==> src/rtl/chunk_row_gen_if.sv <==
// Handshake/bus bundle for chunk_row_gen: a chunk-head request enters on the
// i_mofs side and row requests leave on the o_addr side.
interface chunk_row_gen_if #(
  parameter int WBW     = 16,
  parameter int DIM     = 4,
  parameter int N_ICFG  = 4,
  parameter int GBW     = 32,
  parameter int CNT_BW  = 8,
  localparam int ICFG_BW = $clog2(N_ICFG + 1)
);
  logic                          i_mofs_rdy;
  logic                          i_mofs_ack;
  logic [DIM-1:0][WBW-1:0]       i_mofs;
  logic [ICFG_BW-1:0]            i_id;
  logic                          o_addr_rdy;
  logic                          o_addr_ack;
  logic [GBW-1:0]                o_addr;
  logic [CNT_BW-1:0]             o_len;
  logic [ICFG_BW-1:0]            o_id;
  logic                          o_islast;

  modport master (
    output i_mofs_rdy, i_mofs, i_id, o_addr_ack,
    input  i_mofs_ack, o_addr_rdy, o_addr, o_len, o_id, o_islast
  );

  modport slave (
    input  i_mofs_rdy, i_mofs, i_id, o_addr_ack,
    output i_mofs_ack, o_addr_rdy, o_addr, o_len, o_id, o_islast
  );
endinterface

==> src/rtl/chunk_row_gen.sv <==
// Turns one chunk origin into a burst of row requests: linearizes the
// per-dimension offset once, then steps the address by row_stride per row.
module chunk_row_gen #(
  parameter int WBW     = 16,
  parameter int DIM     = 4,
  parameter int N_ICFG  = 4,
  parameter int GBW     = 32,
  parameter int CNT_BW  = 8,
  localparam int ICFG_BW = $clog2(N_ICFG + 1)
) (
  input  logic                                  i_clk,
  input  logic                                  i_rst,
  chunk_row_gen_if.slave                        bus,
  input  logic [N_ICFG-1:0][DIM-1:0][GBW-1:0]   i_pitch,
  input  logic [N_ICFG-1:0][GBW-1:0]            i_base,
  input  logic [N_ICFG-1:0][CNT_BW-1:0]         i_nrow,
  input  logic [N_ICFG-1:0][CNT_BW-1:0]         i_row_len,
  input  logic [N_ICFG-1:0][GBW-1:0]            i_row_stride
);

  typedef enum logic [1:0] {IDLE, CALC, EMIT} state_t;

  state_t                  state;
  logic [DIM-1:0][WBW-1:0] mofs_q;
  logic [ICFG_BW-1:0]      id_q;
  logic [CNT_BW-1:0]       r;
  logic [CNT_BW-1:0]       nrow_q;
  logic [GBW-1:0]          stride_q;

  logic [GBW-1:0]          addr_q;
  logic [CNT_BW-1:0]       len_q;
  logic [ICFG_BW-1:0]      oid_q;
  logic                    islast_q;
  logic                    addr_rdy_q;

  logic [DIM-1:0][GBW-1:0] sel_pitch;
  logic [GBW-1:0]          sel_base;
  logic [CNT_BW-1:0]       sel_nrow;
  logic [CNT_BW-1:0]       sel_row_len;
  logic [GBW-1:0]          sel_stride;
  logic [GBW-1:0]          calc_base;

  // An id with no matching configuration selects all-zero config, so
  // nrow=0 and the chunk is consumed without emitting rows.
  always_comb begin
    sel_pitch   = '0;
    sel_base    = '0;
    sel_nrow    = '0;
    sel_row_len = '0;
    sel_stride  = '0;
    for (int c = 0; c < N_ICFG; c++) begin
      if (id_q == ICFG_BW'(c)) begin
        sel_pitch   = i_pitch[c];
        sel_base    = i_base[c];
        sel_nrow    = i_nrow[c];
        sel_row_len = i_row_len[c];
        sel_stride  = i_row_stride[c];
      end
    end
  end

  // Offsets are sign-extended to GBW before the multiply; all sums wrap mod 2^GBW.
  always_comb begin
    calc_base = sel_base;
    for (int d = 0; d < DIM; d++)
      calc_base = calc_base + GBW'($signed(mofs_q[d])) * sel_pitch[d];
  end

  assign bus.i_mofs_ack = bus.i_mofs_rdy && (state == IDLE) && !i_rst;
  assign bus.o_addr_rdy = addr_rdy_q;
  assign bus.o_addr     = addr_q;
  assign bus.o_len      = len_q;
  assign bus.o_id       = oid_q;
  assign bus.o_islast   = islast_q;

  always_ff @(posedge i_clk) begin
    if (i_rst) begin
      state      <= IDLE;
      r          <= '0;
      addr_q     <= '0;
      len_q      <= '0;
      oid_q      <= '0;
      islast_q   <= 1'b0;
      addr_rdy_q <= 1'b0;
    end else begin
      case (state)
        IDLE: begin
          if (bus.i_mofs_ack) begin
            mofs_q <= bus.i_mofs;
            id_q   <= bus.i_id;
            state  <= CALC;
          end
        end
        CALC: begin
          nrow_q   <= sel_nrow;
          stride_q <= sel_stride;
          r        <= '0;
          if (sel_nrow != '0) begin
            addr_q     <= calc_base;
            len_q      <= sel_row_len;
            oid_q      <= id_q;
            islast_q   <= (sel_nrow == CNT_BW'(1));
            addr_rdy_q <= 1'b1;
            state      <= EMIT;
          end else begin
            state <= IDLE;
          end
        end
        EMIT: begin
          if (bus.o_addr_ack) begin
            if (islast_q) begin
              r          <= '0;
              islast_q   <= 1'b0;
              addr_rdy_q <= 1'b0;
              state      <= IDLE;
            end else begin
              r        <= r + CNT_BW'(1);
              addr_q   <= addr_q + stride_q;
              // next row is last when r+1 == nrow-1
              islast_q <= (r + CNT_BW'(2) == nrow_q);
            end
          end
        end
        default: state <= IDLE;
      endcase
    end
  end

endmodule

==> src/flat_wrapper.sv <==
// flat-port wrapper written by rule: the top's interface ports become plain ports
module chunk_row_gen_flat 
#(
  parameter int WBW     = 16,
  parameter int DIM     = 4,
  parameter int N_ICFG  = 4,
  parameter int GBW     = 32,
  parameter int CNT_BW  = 8,
  localparam int ICFG_BW = $clog2(N_ICFG + 1)
)
  (i_clk, i_rst, i_pitch, i_base, i_nrow, i_row_len, i_row_stride, bus_i_mofs_rdy, bus_i_mofs, bus_i_id, bus_o_addr_ack, bus_i_mofs_ack, bus_o_addr_rdy, bus_o_addr, bus_o_len, bus_o_id, bus_o_islast);
  chunk_row_gen_if #(.WBW(WBW), .DIM(DIM), .N_ICFG(N_ICFG), .GBW(GBW), .CNT_BW(CNT_BW)) bus_i ();
  input  logic i_clk;
  input  logic i_rst;
  input  logic [N_ICFG-1:0][DIM-1:0][GBW-1:0] i_pitch;
  input  logic [N_ICFG-1:0][GBW-1:0] i_base;
  input  logic [N_ICFG-1:0][CNT_BW-1:0] i_nrow;
  input  logic [N_ICFG-1:0][CNT_BW-1:0] i_row_len;
  input  logic [N_ICFG-1:0][GBW-1:0] i_row_stride;
  input wire logic [$bits(bus_i.i_mofs_rdy)-1:0] bus_i_mofs_rdy;
  input wire logic [$bits(bus_i.i_mofs)-1:0] bus_i_mofs;
  input wire logic [$bits(bus_i.i_id)-1:0] bus_i_id;
  input wire logic [$bits(bus_i.o_addr_ack)-1:0] bus_o_addr_ack;
  output wire logic [$bits(bus_i.i_mofs_ack)-1:0] bus_i_mofs_ack;
  output wire logic [$bits(bus_i.o_addr_rdy)-1:0] bus_o_addr_rdy;
  output wire logic [$bits(bus_i.o_addr)-1:0] bus_o_addr;
  output wire logic [$bits(bus_i.o_len)-1:0] bus_o_len;
  output wire logic [$bits(bus_i.o_id)-1:0] bus_o_id;
  output wire logic [$bits(bus_i.o_islast)-1:0] bus_o_islast;
  assign bus_i.i_mofs_rdy = bus_i_mofs_rdy;
  assign bus_i.i_mofs = bus_i_mofs;
  assign bus_i.i_id = bus_i_id;
  assign bus_i.o_addr_ack = bus_o_addr_ack;
  assign bus_i_mofs_ack = bus_i.i_mofs_ack;
  assign bus_o_addr_rdy = bus_i.o_addr_rdy;
  assign bus_o_addr = bus_i.o_addr;
  assign bus_o_len = bus_i.o_len;
  assign bus_o_id = bus_i.o_id;
  assign bus_o_islast = bus_i.o_islast;
  chunk_row_gen #(.WBW(WBW), .DIM(DIM), .N_ICFG(N_ICFG), .GBW(GBW), .CNT_BW(CNT_BW)) u_core (.i_clk(i_clk), .i_rst(i_rst), .bus(bus_i), .i_pitch(i_pitch), .i_base(i_base), .i_nrow(i_nrow), .i_row_len(i_row_len), .i_row_stride(i_row_stride));
endmodule
==> config.mk <==
export PLATFORM = sky130hd
export DESIGN_NAME = chunk_row_gen_flat
export DESIGN_NICKNAME = d
export VERILOG_FILES = /design/src/rtl/chunk_row_gen_if.sv /design/src/rtl/chunk_row_gen.sv /design/src/flat_wrapper.sv
export SDC_FILE = /design/constraint.sdc
export NUM_CORES = 2
export LEC_CHECK = 0
export CAP_MARGIN = 15
export CORE_AREA = 5 5 363 365
export DETAILED_ROUTE_END_ITERATION = 8
export DIE_AREA = 0 0 368 370
export GPL_TIMING_DRIVEN = 0
export PLACE_DENSITY = 0.73
export SETUP_SLACK_MARGIN = 0.5
export SYNTH_ARGS = -nofsm -noshare
export SYNTH_HDL_FRONTEND = slang
export SYNTH_SLANG_ARGS = --single-unit
==> constraint.sdc <==
create_clock -name i_clk -period 13.4 [get_ports i_clk]
set_clock_uncertainty 0.15 [all_clocks]
set_input_delay 1.34 -clock i_clk [delete_from_list [all_inputs] [get_ports i_clk]]
set_output_delay 1.34 -clock i_clk [all_outputs]
set_load 0.01 [all_outputs]
Yosys cells after proc, flatten, opt, wreduce, memory -nomap -nowiden
Cells that the tools add are included.

storage, ports and cells
  register bits = 162
  output and inout bits = 46
  logic and storage cells = 93

cells by class
  add/subtract/negate cells = 7
  multipliers = 4
  eq/ne operators = 12
  multiplexer cells = 40
  bitwise logic cells = 1
  reduce and logical (&&, ||, !) cells = 15

operators with widths
  cell                                                                    number
  128-bit two-way mux                                                     4
  32-bit two-way mux                                                      11
  32-bit adder                                                            5
  16-bit by 32-bit multiplier with 32-bit output                          4
  8-bit two-way mux                                                       10
  32-bit case mux with 2 select lines                                     1
  8-bit case mux with 2 select lines                                      1
  3-bit AND reduction                                                     3
  8-bit by 1-bit adder with 8-bit output (second input constant)          1
  8-bit by 2-bit adder with 8-bit output (second input constant)          1
  8-bit by 1-bit equality test with 1-bit output (second input constant)  1
  8-bit equality test                                                     1
  2-bit two-way mux                                                       4
  4-bit AND reduction                                                     2
  8-bit nonzero test                                                      1
  3-bit by 2-bit equality test with 1-bit output (second input constant)  2
  1-bit two-way mux                                                       6
  2-bit != test (second input constant)                                   3
  2-bit case mux with 3 select lines                                      1
  2-bit AND reduction                                                     3
  2-bit by 1-bit != test with 1-bit output (second input constant)        2
  1-bit case mux with 2 select lines                                      2
  3-bit by 1-bit equality test with 1-bit output (second input constant)  1
  3-bit logical NOT                                                       1
  7 further kinds                                                         8

Logic depth before layout (Yosys ltp)
  depth after elaboration = 12
  gate-level depth with buffers = 44

Worst setup path before layout
OpenSTA, ideal clock, no wires.

  kind = register -> register
  from = register u_core.id_q[0]
  to = register u_core.addr_q[31] (netlist: u_core.bus.o_addr[31])
  library setup time = 96 ps
  arrival = 10404 ps
  data required time = 13154 ps
  path slack = 2750 ps
  stages on the path, launching flop included = 41
  path buffers = 10
  cell sequence = edfxtp_1 > buf_6 > buf_6 > buf_12 > buf_12 > buf_6 > buf_2 > buf_2 > buf_2 > buf_4 > mux4_2 > nor2b_1 > buf_2 > nand2_1 > fa_1 > inv_1 > fa_1 > fa_1 > [... 5 more ...] > fa_1 > fa_1 > fa_1 > inv_1 > fa_1 > inv_1 > ha_1 > a211oi_1 > nor4bb_1 > o211a_1 > a21oi_1 > a221o_1 > nand3_1 > a21boi_0 > o41ai_1 > xor2_1 > nor2_1 > o41ai_2

on the way
  word-level cells in the longest chain between the ends = 12

ends and longest elaborated chain
  element                                         RTL line              RTL
  start: declaration                              chunk_row_gen.sv:25   logic [ICFG_BW-1:0] id_q;
  start signal: assignment                        chunk_row_gen.sv:90   id_q <= bus.i_id;
  3-bit logical NOT                               chunk_row_gen.sv:52   if (id_q == ICFG_BW'(c)) begin
  128-bit two-way mux (4 in series)               chunk_row_gen.sv:52
  16-bit by 32-bit multiplier with 32-bit output  chunk_row_gen.sv:66   calc_base = calc_base + GBW'($signed(mofs_q[d])) * sel_pitch[d];
  32-bit adder (4 in series)                      chunk_row_gen.sv:66
  32-bit two-way mux                              chunk_row_gen.sv:98   if (sel_nrow != '0) begin
  32-bit case mux with 2 select lines             chunk_row_gen.sv:86   case (state)
  end signal: assignment                          chunk_row_gen.sv:99   addr_q <= calc_base;
  end signal: assignment                          chunk_row_gen.sv:118  addr_q <= addr_q + stride_q;
  end: declaration                                chunk_row_gen.sv:30   logic [GBW-1:0] addr_q;

Several ways; a longest one is shown, not always the timed one. The select of a mux whose other input is x is not followed.
A chain may end at the register's enable or synchronous reset.

Worst setup path in the final report
  from = register u_core.id_q[1]
  to = register u_core.addr_q[31] (netlist: u_core.bus.o_addr[31])

Same word-level chain as after synthesis.

==> out/qor.txt <==
Gpl congestion: 1.02
Met3 Wirelength: 30100 µm
Count leader, synth: inv_1
Clk_lat worst skew: 0.57 ns
Routed vias: 49800
HP Class: flip-flop to flip-flop
Levels on crit path: 41
Top sig layer: met5
Global-route wire length before repair: 360000 µm
Total Routing Usage GR: 0.372
Gr ovfl total: 0
Cell mode on critical path: fa_1
Crit path DAT: 13.04 ns
Die Y: 370 µm
Post-synth EDFFs: 107
CP required: 13.73 ns
Fin. Hold Viols: 0
Hpwl dp: 225000 µm
Fmax: 78.6 MHz
CTS tree: yes
Startpoint Class: flip-flop
Total die area: 0.136 mm²
Post-synth ARST share: 0
Drt wl/cell: 27.9 µm
Critical path class: flip-flop to flip-flop
Largest net degree at the start of global routing: 28
Post-synth top cells: 1438 x inv_1, 1416 x fa_1, 818 x nand2_1, 720 x and2_1, 318 x ha_1
Register area share after synthesis: 0.0699
Max Transition Viols Final: 0
I/O Buffers: 948
Unrepaired setup endpoints after global routing: no
Vias/cell: 5.53
Critical path endpoint category: flip-flop
Core area: 0.128 mm²
Pre-CTS setup slack: -1.99 ns
Wirelength, routed: 251000 µm
WP buf/inv: 15
Area share of the largest cell type after synthesis: 0.459
Final setup vio count: 0
Syn nets: 8937
Minimum clock period: 12.72 ns
Yosys warnings: 0
Initial antenna violation count: 42
Hold path depth: 2
DRC: 0
Clock tree buffer depth: 2
Iteration count of the initial detailed-routing pass: 6
Hold_ws: 0.326 ns
Fin crit share: 0.949
H-tree levels: 4
Top cells by area, synth: fa_1 46%, inv_1 8.7%, and2_1 7.3%, mux4_2 7.1%, ha_1 6.4%
Slew headroom: 0.179
Syn Inst Count: 6300
Peak fanout along the critical path: 10
Unique masters post-synth: 78
Slowest cell on the critical path: fa_1
Ys flop type: edfxtp_1
Number of cells on the worst reg-to-reg path: 41
Rows: 132
Crit-path leading delay family: adder cells
Syn_area_per_cell: 9.80 µm²
Ports: 949
CTS sink cnt: 162
Vias in the first global route: 53400
Hold_buf cts: 0
Met2 wire len: 114000 µm
Final net count: 9928
Area grow syn2layout: 20.9%
Drt initial violations: 4563
Total CTS buffers: 17
Yosys reg bits: 162
Die X: 368 µm
Initial Util: 0.481
Routed length on met1: 93700 µm
Max cap viols: 0
Root buf cell: clkbuf_16
Min setup slack post-route: 0.682 ns
Layout cell share with drive strength beyond 1: 0.0590
Antenna Nets Post-Route: 0
Mapped cell area: 0.0618 mm²
Clk slew on worst S/H paths: 0.09 ns
Status: finished clean
Max incr delay on CP: 0.60 ns
Post-synth top area cell: fa_1
Tightest Pin Transition: 1.23 ns
worst min-delay path: stages, from the launching register on:
cell and delay [ns]:
dfxtp_1 0.33, nand2_1 0.06, a21oi_1 0.05
layout by cell type, fill, tap and decap left out, types with 20 or more instances in the layout:
cell and count:
xor2_1 43, dfxtp_1 55, nor2b_4 25, o21ai_0 39
nor2_1 125, nor2b_1 135, buf_2 31, nand2_1 818
nand2b_1 41, clkbuf_1 217, a21o_1 48, nor3_1 25
nor2b_2 28, a21oi_1 62, edfxtp_1 107, a211oi_1 21
buf_4 28, fa_1 1416, clkbuf_2 23, xnor2_1 143
and2_1 720, inv_1 1438, ha_1 318, clkdlybuf4s50_1 948
buf_6 20, mux4_2 194
layer usage:
metal  vias up  GRT usage
li1      20700          -
met1     25800      0.470
met2      2746      0.574
met3       489      0.135
met4        20      0.169
met5         -          0
sequential cells by signal, summed over array words and instances, names as in the netlist:
register	flops
u_core.mofs_q	64
u_core.bus.o_addr	32
u_core.stride_q	32
u_core.bus.o_len	8
u_core.nrow_q	8
u_core.r	8
u_core.bus.o_id	3
u_core.id_q	3
u_core.state	2
u_core.bus.o_addr_rdy	1
u_core.bus.o_islast	1
through the flow:
step | setup TNS, ns | util | area [µm²] | instances
2_1_floorplan | 0 | - | 61800 | 6300
3_3_place_gp | -275.19 | 0.571 | 73300 | 8923
3_5_place_dp | -20.91 | 0.572 | 73500 | 8938
4_1_cts | 0 | 0.580 | 74500 | 8972
5_1_grt | 0 | 0.581 | 74700 | 8983
6_report | 0 | 0.581 | 74700 | 8996
cell families after synthesis:
logic type      Yosys count  synth area share
fa+ha+maj              1734             0.523
compound gates          234            0.0256
mux                     213            0.0772
simple gates           1998             0.165
buf+inv                1771             0.112
xor+xnor                188            0.0270
flops                   162            0.0699
timing repair:
action | CTS | global route
resized for setup | 126 | 30
pin swaps | 0 | 1
setup endpoints to repair | 22 | 3
setup buffers | 3 | 6
path summary, 6_finish.rpt:
| kind | end | slack [ns] | from |
|---|---|---|---|
| max | u_core.bus.o_addr[31] | 0.68 | u_core.id_q[1] |
| min reg2reg | u_core.bus.o_addr[6] | 0.33 | u_core.bus.o_addr[6] |
| min | u_core.bus.o_addr[6] | 0.33 | u_core.bus.o_addr[6] |
| max reg2reg | u_core.bus.o_addr[31] | 0.68 | u_core.id_q[1] |
area by class of cell:
cell class | instances | area [µm²]
Fill cell | 11200 | 53800
Multi-Input combinational cell | 4367 | 50800
Timing Repair Buffer | 973 | 9750
Inverter | 1442 | 5410
Sequential cell | 162 | 4310
Tap cell | 1675 | 2100
Buffer | 328 | 1690
Clock buffer | 19 | 454
Clock inverter | 13 | 133
Antenna cell | 17 | 42.5
Power is not shown: default switching activity piles up to over one toggle a cycle in this logic, so the estimate is an artifact.
